$ cat src/rtl/serial_pkg.sv
// Shared definitions for the bit-serial subtractor: FSM state type and its encoding width.
package serial_pkg;

    localparam int STATE_W = 2;

    typedef enum logic [STATE_W-1:0] {
        IDLE  = 2'd0,
        SHIFT = 2'd1,
        DONE  = 2'd2
    } state_t;

endpackage

$ cat src/rtl/serial_sub_if.sv
// Request/result bundle between a requester (master) and the serial subtractor (slave).
interface serial_sub_if #(
    parameter int WIDTH = 8
);
    // start is a request taken only while idle or on the done cycle; done is a
    // one-cycle pulse after which diff/bout stay valid until the next accepted start.
    logic             start;
    logic [WIDTH-1:0] a;
    logic [WIDTH-1:0] b;
    logic             busy;
    logic             done;
    logic [WIDTH-1:0] diff;
    logic             bout;

    modport master (
        output start, a, b,
        input  busy, done, diff, bout
    );

    modport slave (
        input  start, a, b,
        output busy, done, diff, bout
    );

endinterface

$ cat src/rtl/serial_sub_fs.sv
// Combinational full subtractor cell: d = a - b - bin, with borrow out.
module fs (
    input  logic a,
    input  logic b,
    input  logic bin,
    output logic d,
    output logic bo
);

    assign d  = a ^ b ^ bin;
    assign bo = (~a & b) | (~(a ^ b) & bin);

endmodule

$ cat src/rtl/serial_sub.sv
// Bit-serial a - b, LSB first, one bit per clock through a single full-subtractor cell.
module serial_sub
    import serial_pkg::*;
#(
    parameter int WIDTH = 8
) (
    input  logic         clk,
    input  logic         rst,
    serial_sub_if.slave  io,
    output state_t       dbg_state
);

    localparam int                CNT_W = $clog2(WIDTH);
    localparam logic [CNT_W-1:0]  LAST  = CNT_W'(WIDTH - 1);

    state_t             state;
    state_t             state_next;
    logic               accept;
    logic [WIDTH-1:0]   a_sr;
    logic [WIDTH-1:0]   b_sr;
    logic [WIDTH-1:0]   diff_sr;
    logic [CNT_W-1:0]   cnt;
    logic               br;
    logic               bout_r;
    logic               d_bit;
    logic               bo_bit;

    fs u_fs (
        .a   (a_sr[0]),
        .b   (b_sr[0]),
        .bin (br),
        .d   (d_bit),
        .bo  (bo_bit)
    );

    always_ff @(posedge clk) begin
        if (rst) begin
            state <= IDLE;
        end else begin
            state <= state_next;
        end
    end

    // A start is honoured in IDLE and on the DONE cycle, giving back-to-back operation.
    always_comb begin
        state_next = state;
        accept     = 1'b0;
        case (state)
            IDLE: begin
                if (io.start) begin
                    accept     = 1'b1;
                    state_next = SHIFT;
                end
            end
            SHIFT: begin
                if (cnt == LAST) begin
                    state_next = DONE;
                end
            end
            DONE: begin
                if (io.start) begin
                    accept     = 1'b1;
                    state_next = SHIFT;
                end else begin
                    state_next = IDLE;
                end
            end
            default: state_next = IDLE;
        endcase
    end

    always_ff @(posedge clk) begin
        if (rst) begin
            a_sr    <= '0;
            b_sr    <= '0;
            diff_sr <= '0;
            cnt     <= '0;
            br      <= 1'b0;
            bout_r  <= 1'b0;
        end else if (accept) begin
            a_sr    <= io.a;
            b_sr    <= io.b;
            diff_sr <= '0;
            cnt     <= '0;
            br      <= 1'b0;
            bout_r  <= 1'b0;
        end else if (state == SHIFT) begin
            // Difference bits enter at the MSB so the LSB lands at bit 0 after WIDTH shifts.
            diff_sr <= {d_bit, diff_sr[WIDTH-1:1]};
            a_sr    <= {1'b0, a_sr[WIDTH-1:1]};
            b_sr    <= {1'b0, b_sr[WIDTH-1:1]};
            br      <= bo_bit;
            cnt     <= cnt + 1'b1;
            if (cnt == LAST) begin
                bout_r <= bo_bit;
            end
        end
    end

    assign io.busy   = (state == SHIFT);
    assign io.done   = (state == DONE);
    assign io.diff   = diff_sr;
    assign io.bout   = bout_r;
    assign dbg_state = state;

endmodule

$ cat src/flat_wrapper.sv
// flat-port wrapper written by rule: the top's interface ports become plain ports
module serial_sub_flat import serial_pkg::*;
#(
    parameter int WIDTH = 8
)
  (clk, rst, dbg_state, io_start, io_a, io_b, io_busy, io_done, io_diff, io_bout);
  serial_sub_if #(.WIDTH(WIDTH)) io_i ();
  input  logic clk;
  input  logic rst;
  output state_t dbg_state;
  input wire logic [$bits(io_i.start)-1:0] io_start;
  input wire logic [$bits(io_i.a)-1:0] io_a;
  input wire logic [$bits(io_i.b)-1:0] io_b;
  output wire logic [$bits(io_i.busy)-1:0] io_busy;
  output wire logic [$bits(io_i.done)-1:0] io_done;
  output wire logic [$bits(io_i.diff)-1:0] io_diff;
  output wire logic [$bits(io_i.bout)-1:0] io_bout;
  assign io_i.start = io_start;
  assign io_i.a = io_a;
  assign io_i.b = io_b;
  assign io_busy = io_i.busy;
  assign io_done = io_i.done;
  assign io_diff = io_i.diff;
  assign io_bout = io_i.bout;
  serial_sub #(.WIDTH(WIDTH)) u_core (.clk(clk), .rst(rst), .io(io_i), .dbg_state(dbg_state));
endmodule
$ cat config.mk
export PLATFORM = sky130hd
export DESIGN_NAME = serial_sub_flat
export DESIGN_NICKNAME = d
export VERILOG_FILES = /design/src/rtl/serial_pkg.sv /design/src/rtl/serial_sub_if.sv /design/src/rtl/serial_sub_fs.sv /design/src/rtl/serial_sub.sv /design/src/flat_wrapper.sv
export SDC_FILE = /design/constraint.sdc
export NUM_CORES = 1
export LEC_CHECK = 0
export ABC_AREA = 1
export CAP_MARGIN = 25
export CORE_ASPECT_RATIO = 1.4
export CORE_MARGIN = 5
export CORE_UTILIZATION = 55
export CTS_BUF_LIST = sky130_fd_sc_hd__clkbuf_4
export CTS_CLUSTER_DIAMETER = 100
export DETAILED_ROUTE_END_ITERATION = 10
export PLACE_DENSITY = 0.87
export SYNTH_ARGS = -nofsm -noshare
export SYNTH_HDL_FRONTEND = slang
export SYNTH_SLANG_ARGS = --single-unit
$ cat constraint.sdc
create_clock -name clk -period 3.5 [get_ports clk]
set_clock_uncertainty 0.15 [all_clocks]
set_input_delay 0.525 -clock clk [delete_from_list [all_inputs] [get_ports clk]]
set_output_delay 0.525 -clock clk [all_outputs]
set_load 0.02 [all_outputs]
==> results.toml <==
[outcome]
outcome = "completed"

[global_route]
grt_first_pass_wirelength_um = 4802
overflow = 0
grt_max_degree = 29
grt_pass1_vias = 1171
track_usage_pct = 17.10
antenna_found_initial = 0

[final_layout]
area_growth_pct = 25.95
n_antenna_cell = 0
fillers = 220
finalCoreUtilization_pct = 72.10
layout-drive-gt1-share_pct = 5.579
multi_input_area_um2 = 581.8
fin_area_mm2 = 0.001743
seqCellArea_um2 = 620.6
nNetsFinal = 254

[drt]
via_count = 1230
wl_um = 2743
ant_nets = 0
drt-pass1-iter-count = 4
routed_via_density = 4.607
drc_errors = 0
drt_iter0_drc = 30
wl_per_cell_um = 10.27

[pwr]
ir_drop_mv = 0.3277
cellLeakagePower_nw = 0.7962
p_per_area_mw_per_mm2 = 400.5

[synthesis]
synth_ff_type = "dfxtp_1"
yosysWarningCount = 0
ys_seq_area_share_pct = 44.85
synth_cell_types = 17
postSynthAreaPerCell_um2 = 6.885
syn_nets = 223
synth_common_cells = "nand2_1 (52), inv_1 (34), dfxtp_1 (31)"
async_reset_ff_share_pct = 0
synth_seq_cells = 31
synthTopCellsByArea = "dfxtp_1 (45%), nand2_1 (14%), inv_1 (9.2%)"
yosysTopAreaCell = "dfxtp_1"
synth_area_mm2 = 0.001384
synth_cells = 201
synth-edff-count = 0
synth_most_common_cell = "nand2_1"
yosysTopAreaCellShare_pct = 44.85

[place]
dp_slack_ns = 1.070
gp_congestion = 0.7669
port_buffers = 31
placed_area_mm2 = 0.001690
hpwl_um = 1952

[worst_hold_path]
hold_path_depth = 2
hold_path_end = "u_core.io.bout"
hold_path_class = "reg -> reg"
min_from = "u_core.io.bout"

[critical_path]
crit_path_max_fanout = 28
crit_path_max_incr_delay_ns = 0.65
critPathKind = "reg -> out"
reg2regPathDepth = 4
path_buf_inv = 2
slowest_stage = "clkdlybuf4s50_1"
cp-startpoint = "u_core.dbg_state[0]"
reg2reg_to = "u_core.io.bout"
start_kind = "flip-flop"
rrSetupSlack_ns = 1.88
cp.arrival_ns = 2.12
cp_data_required_time_ns = 2.82
worst_r2r_startpoint = "u_core.dbg_state[0]"
end_kind = "primary output"
worstPathCellList = "nand2_2 -> inv_2 -> clkdlybuf4s50_1"
path_delay_family = "buffers and inverters"

[sta]
period_minus_slack_ns = 2.799
clock.fmax_mhz = 357.3
drv_slew = 0
timing.final.ws_setup_ns = 0.7013
relSlewSlack_pct = 65.08
period_share_pct = 79.96
tightest_slew_ns = 0.5220
setup_viol = 0
hold_viol_final = 0
rsz0062_at_grt = "no"
fin_tns_setup_ns = 0
hold_ws_ns = 0.2944

[run]
cap_violations = 0

[clock_tree]
cts_root_buf = "clkbuf_4"
clockBufferDepth = 2
insertion_delay_ns = 0.33
post_cts_resized = 0
clkTransAtPathRegs_ns = 0.08
clkSinkCount = 31
cts_made_buffers = 5
hold_buffers = 0
post_cts_buffers = 0
h-tree-depth = 2
cts_tree = "done"

[die]
core.rowCount = 21
start_util_pct = 57.25
placeableCoreArea_mm2 = 0.002417
die_w_um = 52.40
die_h_um = 69.35
io_pins = 32
die_area_mm2 = 0.003634
flip-flops by register name (all words and copies together), names as in the netlist:
signal and count:
u_core.b_sr 8, u_core.br 1, u_core.io.diff 8, u_core.cnt 3, u_core.io.bout 1, u_core.a_sr 8
u_core.dbg_state 2
layout make-up:
cell class	instances	share of cell area, %
Sequential cell	31	35.61
Multi-Input combinational cell	127	33.38
Timing Repair Buffer	31	17.80
Inverter	36	7.753
Clock buffer	6	2.584
Tap cell	34	2.441
Clock inverter	2	0.4307
metrics by stage:
| stage | cells | total power, mW |
|---|---|---|
| final | 267 | 0.6980 |
| after detailed placement | 259 | 0.5101 |
| after global placement | 259 | 0.5078 |
| after global routing | 267 | 0.7408 |
| after floorplan | 201 | 0.4726 |
| after CTS | 267 | 0.7072 |
tightest hold or removal path, delay by kind of cell (launching register included):
kind	cells	cell delay, ns
AOI/OAI and AO/OA	1	0.05
buffers and inverters	1	0.04
DFF	1	0.31
how the worst max path moves through the flow:
stage	cells after the start	endpoint
2_1_floorplan	3	io_busy
3_3_place_gp	3	io_busy
3_5_place_dp	3	io_busy
4_1_cts	3	io_busy
5_1_grt	3	io_busy
6_report	3	io_busy
power breakdown:
group          switching, mW  internal, mW  leakage [nW]
Sequential            0.0122         0.374         0.254
Combinational         0.0659        0.0491         0.512
Clock                  0.115        0.0819        0.0307
Total                  0.193         0.505         0.796
placed cells by master (no fill, tap or decap):
| cell | instances |
|---|---|
| nand2_2 | 3 |
| nand2_4 | 1 |
| a21oi_1 | 16 |
| dfxtp_1 | 31 |
| xor2_1 | 1 |
| o21ai_0 | 12 |
| inv_1 | 34 |
| inv_2 | 2 |
| fa_1 | 1 |
| a21oi_2 | 1 |
| clkinv_1 | 2 |
| nand3_1 | 9 |
| nand2_1 | 52 |
| nor2_1 | 29 |
| clkdlybuf4s50_1 | 31 |
| ha_1 | 2 |
| clkbuf_4 | 6 |
kinds of logic after synthesis:
group	Yosys count	synth area share [%]
buffers and inverters	43	13.11
DFF	31	44.85
adders and majority gates	3	3.255
xor gates and xnor gates	1	0.6330
AOI/OAI and AO/OA	29	10.76
and+or+nand+nor	94	27.40
metal layers:
metal  part of all wire (%)  global-route usage, %
met3                    4.1                  5.591
met5                      0                      0
met2                     50                  28.45
met4                    2.0                  7.670
met1                     44                  19.09
No activity file was read; power rests on OpenSTA's default activity.
